===== config.mk =====
export PLATFORM = sky130hd
export DESIGN_NAME = uart_tx_fifo
export DESIGN_NICKNAME = d
export VERILOG_FILES = /design/src/rtl/uart_tx_fifo.sv
export SDC_FILE = /design/constraint.sdc
export NUM_CORES = 1
export LEC_CHECK = 0
export ABC_AREA = 1
export CORE_ASPECT_RATIO = 0.5
export CORE_UTILIZATION = 60
export DETAILED_ROUTE_END_ITERATION = 16
export PLACE_DENSITY_LB_ADDON = 0.15
export REMOVE_ABC_BUFFERS = 1
export SKIP_LAST_GASP = 1
export SLEW_MARGIN = 25
export SYNTH_ARGS = -nofsm -noshare
export SYNTH_HDL_FRONTEND = slang
export SYNTH_SLANG_ARGS = --single-unit

===== constraint.sdc =====
create_clock -name clk100 -period 5.3 [get_ports clk100]
set_clock_uncertainty 0.15 [all_clocks]
set_input_delay 1.06 -clock clk100 [delete_from_list [all_inputs] [get_ports clk100]]
set_output_delay 1.06 -clock clk100 [all_outputs]
set_load 0.005 [all_outputs]

===== src/rtl/uart_tx_fifo.sv =====
// uart_tx_fifo: byte FIFO in front of an 8N1 UART serialiser.
//   clk100       system clock, all state on rising edge
//   rst_n        asynchronous active-low reset
//   wr_en/wr_data enqueue one byte per cycle; dropped when full
//   clr_overflow clears the sticky overflow flag (a same-cycle drop wins)
//   fifo_full/fifo_empty/fifo_count  occupancy, excluding the byte in flight
//   overflow     sticky flag, set when a write was dropped
//   tx_busy      FSM not idle
//   uart_tx      registered serial line, idle high, LSB first
module uart_tx_fifo #(
  parameter int CLKS_PER_BIT = 868,
  parameter int FIFO_DEPTH   = 16
) (
  input  logic                         clk100,
  input  logic                         rst_n,
  input  logic                         wr_en,
  input  logic [7:0]                   wr_data,
  input  logic                         clr_overflow,
  output logic                         fifo_full,
  output logic                         fifo_empty,
  output logic [$clog2(FIFO_DEPTH):0]  fifo_count,
  output logic                         overflow,
  output logic                         tx_busy,
  output logic                         uart_tx
);
  localparam int PW    = $clog2(FIFO_DEPTH);
  localparam int CNT_W = $clog2(CLKS_PER_BIT);

  typedef enum logic [1:0] {IDLE, START, DATA, STOP} state_t;

  state_t           state_q, state_d;
  logic [CNT_W-1:0] bit_cnt_q, bit_cnt_d;
  logic [2:0]       bit_idx_q, bit_idx_d;
  logic [7:0]       shift_q, shift_d;
  logic             tx_d;
  logic             push, pop, bit_end;

  logic [7:0]       mem [FIFO_DEPTH];
  logic [PW-1:0]    wr_ptr, rd_ptr;

  assign fifo_full  = (fifo_count == (PW+1)'(FIFO_DEPTH));
  assign fifo_empty = (fifo_count == '0);
  assign push       = wr_en && !fifo_full;
  assign bit_end    = (bit_cnt_q == CNT_W'(CLKS_PER_BIT - 1));
  assign tx_busy    = (state_q != IDLE);

  // storage needs no reset; contents are dead once the pointers are cleared
  always_ff @(posedge clk100)
    if (push) mem[wr_ptr] <= wr_data;

  // pointers are exactly PW bits wide, so they wrap modulo the depth for free
  always_ff @(posedge clk100 or negedge rst_n)
    if (!rst_n) begin
      wr_ptr     <= '0;
      rd_ptr     <= '0;
      fifo_count <= '0;
      overflow   <= 1'b0;
    end else begin
      if (push) wr_ptr <= wr_ptr + PW'(1);
      if (pop)  rd_ptr <= rd_ptr + PW'(1);
      case ({push, pop})
        2'b10:   fifo_count <= fifo_count + (PW+1)'(1);
        2'b01:   fifo_count <= fifo_count - (PW+1)'(1);
        default: fifo_count <= fifo_count;
      endcase
      // full is judged before the edge, so a same-cycle pop does not rescue the write
      if (wr_en && fifo_full) overflow <= 1'b1;
      else if (clr_overflow)  overflow <= 1'b0;
    end

  always_ff @(posedge clk100 or negedge rst_n)
    if (!rst_n) begin
      state_q   <= IDLE;
      bit_cnt_q <= '0;
      bit_idx_q <= '0;
      shift_q   <= '0;
      uart_tx   <= 1'b1;
    end else begin
      state_q   <= state_d;
      bit_cnt_q <= bit_cnt_d;
      bit_idx_q <= bit_idx_d;
      shift_q   <= shift_d;
      uart_tx   <= tx_d;
    end

  always_comb begin
    state_d   = state_q;
    bit_cnt_d = bit_cnt_q;
    bit_idx_d = bit_idx_q;
    shift_d   = shift_q;
    pop       = 1'b0;
    case (state_q)
      IDLE:
        if (!fifo_empty) begin
          pop       = 1'b1;
          shift_d   = mem[rd_ptr];
          bit_cnt_d = '0;
          bit_idx_d = '0;
          state_d   = START;
        end
      START:
        if (bit_end) begin
          bit_cnt_d = '0;
          state_d   = DATA;
        end else bit_cnt_d = bit_cnt_q + CNT_W'(1);
      DATA:
        if (bit_end) begin
          bit_cnt_d = '0;
          shift_d   = shift_q >> 1;
          if (bit_idx_q == 3'd7) state_d = STOP;
          else bit_idx_d = bit_idx_q + 3'd1;
        end else bit_cnt_d = bit_cnt_q + CNT_W'(1);
      STOP:
        if (bit_end) begin
          bit_cnt_d = '0;
          // chain straight into the next start bit so frames abut
          if (!fifo_empty) begin
            pop       = 1'b1;
            shift_d   = mem[rd_ptr];
            bit_idx_d = '0;
            state_d   = START;
          end else state_d = IDLE;
        end else bit_cnt_d = bit_cnt_q + CNT_W'(1);
      default: state_d = IDLE;
    endcase
    // line level is derived from the next state so uart_tx moves with the state register
    case (state_d)
      START:   tx_d = 1'b0;
      DATA:    tx_d = shift_d[0];
      default: tx_d = 1'b1;
    endcase
  end
endmodule

==> results by group <==
GRT
  • Antenna violations before repair: 0
  • First-pass GRT wire length: ~26000 um
  • Largest net degree at the start of global routing: approximately 70
  • Vias in the first global route: ~5000
  • Total track usage: 27.24%
  • Grt ovf: 0

Detailed routing
  • Via count: roughly 5400
  • Wire per inst: between 15 and 20 um
  • Vias per cell: 5.854
  • Routed Antenna Nets: 0
  • Residual DRC: 0
  • 1st-pass router iterations: 8
  • Final WL: 16660 um
  • Iteration-0 DRC Markers: 501

Final layout
  • ANT cells: 0
  • Layout cell share with drive strength beyond 1: under 10%
  • Filler cell count: 849
  • Total area of sequential cells: 0.004797 mm2
  • Final Cell Area: around 0.0084 mm2
  • Fin cells: 917
  • Area Growth Syn to Fin: 11.95%
  • # nets final: 770
  • Multi-input logic area: roughly 0.0024 mm2

Timing
  • Final Hold Vio Count: 0
  • Slew HR: 38.60%
  • Fmax: 0.2885 GHz
  • Final period utilization: 65.40%
  • Least-Margin Pin Slew: 921.0 ps
  • Post-route worst setup slack: 1834 ps
  • Post-route minimum period: 3466 ps
  • Max-slew violations: 0
  • Final setup vio count: 0
  • RSZ-0062 raised after global routing: no
  • Setup TNS: 0 ps

Power and ir drop
  • Net Sw Power: 867.0 uW
  • Logic gate share of total power: 10.7%
  • Clock power share: between 30 and 40%
  • Leak pwr: 0.003207 uW
  • PD cells: 379.2 mW/mm2
  • Internal cell power: roughly 2300 uW
  • Sw Share: 27.10%
  • Sequential Power Share: 50.1%
  • Max rail drop VDD: 0.0002430 V

Setup path
  • Worst Path Required: 4090 ps
  • RR Endpoint: fifo_count[4]$_DFFE_PN0P_
  • R2r setup slk: 1990 ps
  • CP startpoint kind: flop
  • Kind of critical path: reg2out
  • CP Capture Type: output pin
  • Arrival time of the worst setup path: 2260 ps
  • Path depth of the worst reg2reg path: 14
  • Maximum fanout along the worst path: 19
  • RR Startpoint: fifo_count[3]$_DFFE_PN0P_

Run status
  • Status: completed

Logic synthesis
  • Ys Warns: 0
  • Syn Area/Cell: 10.44 um2
  • Post-synth top cells: 137 x nor2_1, 128 x edfxtp_1, 126 x nand2_1, 59 x o21ai_0, 48 x nand3_1
  • Number of distinct library cells after synthesis: 39
  • Most area-hungry cell type in the Yosys netlist: edfxtp_1
  • Async SR Flop Fraction: a little under a quarter
  • Top_reg_cell synth: edfxtp_1
  • Most common cell in the synthesized netlist: nor2_1
  • Post-synthesis sequential area ratio: 63.63%
  • Synthesized flop and latch total: around 170
  • Top post-synthesis cells by area: edfxtp_1 51%, dfrtp_1 12%, nor2_1 6.8%, nand2_1 6.3%, o21ai_0 3.9%
  • Number of enable flip-flop cells after synthesis: 128
  • Top cell type's share of synthesized area: just over 50%
  • Synth Cell Area: 0.007537 mm2
  • Syn Inst Count: 722

Die
  • Die H: 81.26 um
  • Initial core utilization: 62.72%
  • Die area: 0.01304 mm2
  • Core ar.: around 0.012 mm2
  • Die width: 160.5 um
  • Num ports: 22
  • Row count: 28

Clocking
  • Clk_lat worst skew: 430 ps
  • Clock tree from TritonCTS: built
  • # hold bufs at CTS: 0
  • Number of H-tree levels: 4
  • Clock buffer depth: 2
  • Root buffer cell: clkbuf_16
  • PostCTS Resize Cnt: 0
  • Inserted Clock Buffers: 17
  • Clk sinks: 166
  • Setup bufs post-CTS: 0
  • Clock-pin slew on the worst setup and hold paths: 70 ps

Place
  • Final HPWL from detailed placement: 10400 um
  • GPL Wtd Cong: 0.9112
  • Placed cell areas: 0.007834 mm2
  • Dpl cells: slightly below 900
  • Number of I/O port buffers: 21
  • Pre-CTS setup slack: approximately 1800 ps

Hold path
  • Hold Path Stages: 2
  • Hold wc startpoint: bit_idx_q[2]$_DFFE_PN0P_
  • Worst min-delay path category: reg2reg
  • Worst Hold End: bit_idx_q[2]$_DFFE_PN0P_

Run
  • Max-Cap Viols: 0
-- stage by stage --
stage	power (uW)	hold slack [ps]	utilization, %
3_3_place_gp	1950	310.2	65.19
2_1_floorplan	1805	295.9	-
4_1_cts	3202	335.5	70.21
6_report	3200	336.1	70.22
3_5_place_dp	1966	321.2	65.19
5_1_grt	3303	359.1	70.22
-- per-layer routing --
| layer | GRT usage, % | share of wire (%) | up-vias |
|---|---|---|---|
| met2 | 43.90 | 46 | 248 |
| met3 | 4.801 | 7.9 | 22 |
| met1 | 37.77 | 44 | 2579 |
| li1 | - | - | 2519 |
| met4 | 10.10 | 1.3 | 0 |
| met5 | 0 | 0 | - |
-- critical path: stages, from the launching register on --
cell and delay, ps:
dfrtp_1 420, nor2_1 200, nand3_2 370, inv_2 280, clkdlybuf4s50_1 550
-- sequential cells by signal, summed over array words and instances (netlist names) --
register,cells
shift_q,8
state_q,2
overflow,1
wr_ptr,4
bit_cnt_q,10
fifo_count,5
mem,128
uart_tx,1
bit_idx_q,3
rd_ptr,4
-- power groups by stage --
stage	clock (uW)	sequential (uW)	combinational (uW)
after detailed placement	0	1630	340
after CTS	1260	1600	343
after global routing	1310	1620	380
after global placement	0	1620	329
final	1250	1600	343
after floorplan	0	1610	193
-- placed cells by master (no fill, tap or decap), types with 3 or more instances in the layout --
cell / Yosys / routed
clkinv_4: 0 / 3
inv_8: 0 / 6
nand2_2: 4 / 4
nor2_1: 137 / 137
nor2_2: 4 / 4
o21ai_1: 18 / 18
nand2_1: 126 / 126
xor2_1: 9 / 9
o21ai_0: 59 / 59
inv_2: 4 / 3
o221ai_1: 4 / 4
inv_1: 39 / 39
edfxtp_1: 128 / 128
o22ai_1: 4 / 4
ha_1: 18 / 18
a21oi_1: 11 / 11
clkdlybuf4s50_1: 0 / 20
clkbuf_16: 0 / 17
dfrtp_1: 37 / 36
nand4_1: 5 / 5
nand3_1: 48 / 48
o211ai_1: 19 / 19
-- worst max path at each step --
stage,from,to,slack [ps],cells after the start
after floorplan,state_q[0]$_DFF_PN0_,fifo_count[4]$_DFFE_PN0P_,2410,16
after global placement,wr_en,fifo_count[4]$_DFFE_PN0P_,1870,10
after detailed placement,wr_en,fifo_count[4]$_DFFE_PN0P_,1810,10
after CTS,fifo_count[3]$_DFFE_PN0P_,fifo_empty,1810,4
after global routing,fifo_count[3]$_DFFE_PN0P_,fifo_count[4]$_DFFE_PN0P_,1620,14
final,fifo_count[3]$_DFFE_PN0P_,fifo_empty,1830,4
-- kinds of logic after synthesis --
| logic type | synth area share (%) |
|---|---|
| AND/OR/NAND/NOR | 18.66 |
| flip-flops | 63.63 |
| AO/OA/AOI/OAI | 9.296 |
| buffers and inverters | 4.000 |
| adder cells (fa/ha/maj) | 3.254 |
| XOR/XNOR | 1.162 |
-- area by class of cell --
type                            instances  share of cell area [%]
Sequential cell                       166                   56.85
Multi-Input combinational cell        486                   28.91
Clock buffer                           17                   5.042
Timing Repair Buffer                   23                   2.610
Tap cell                              165                   2.447
Clock inverter                         15                   2.106
Inverter                               45                   2.031
No activity file was read; power rests on OpenSTA's default activity.
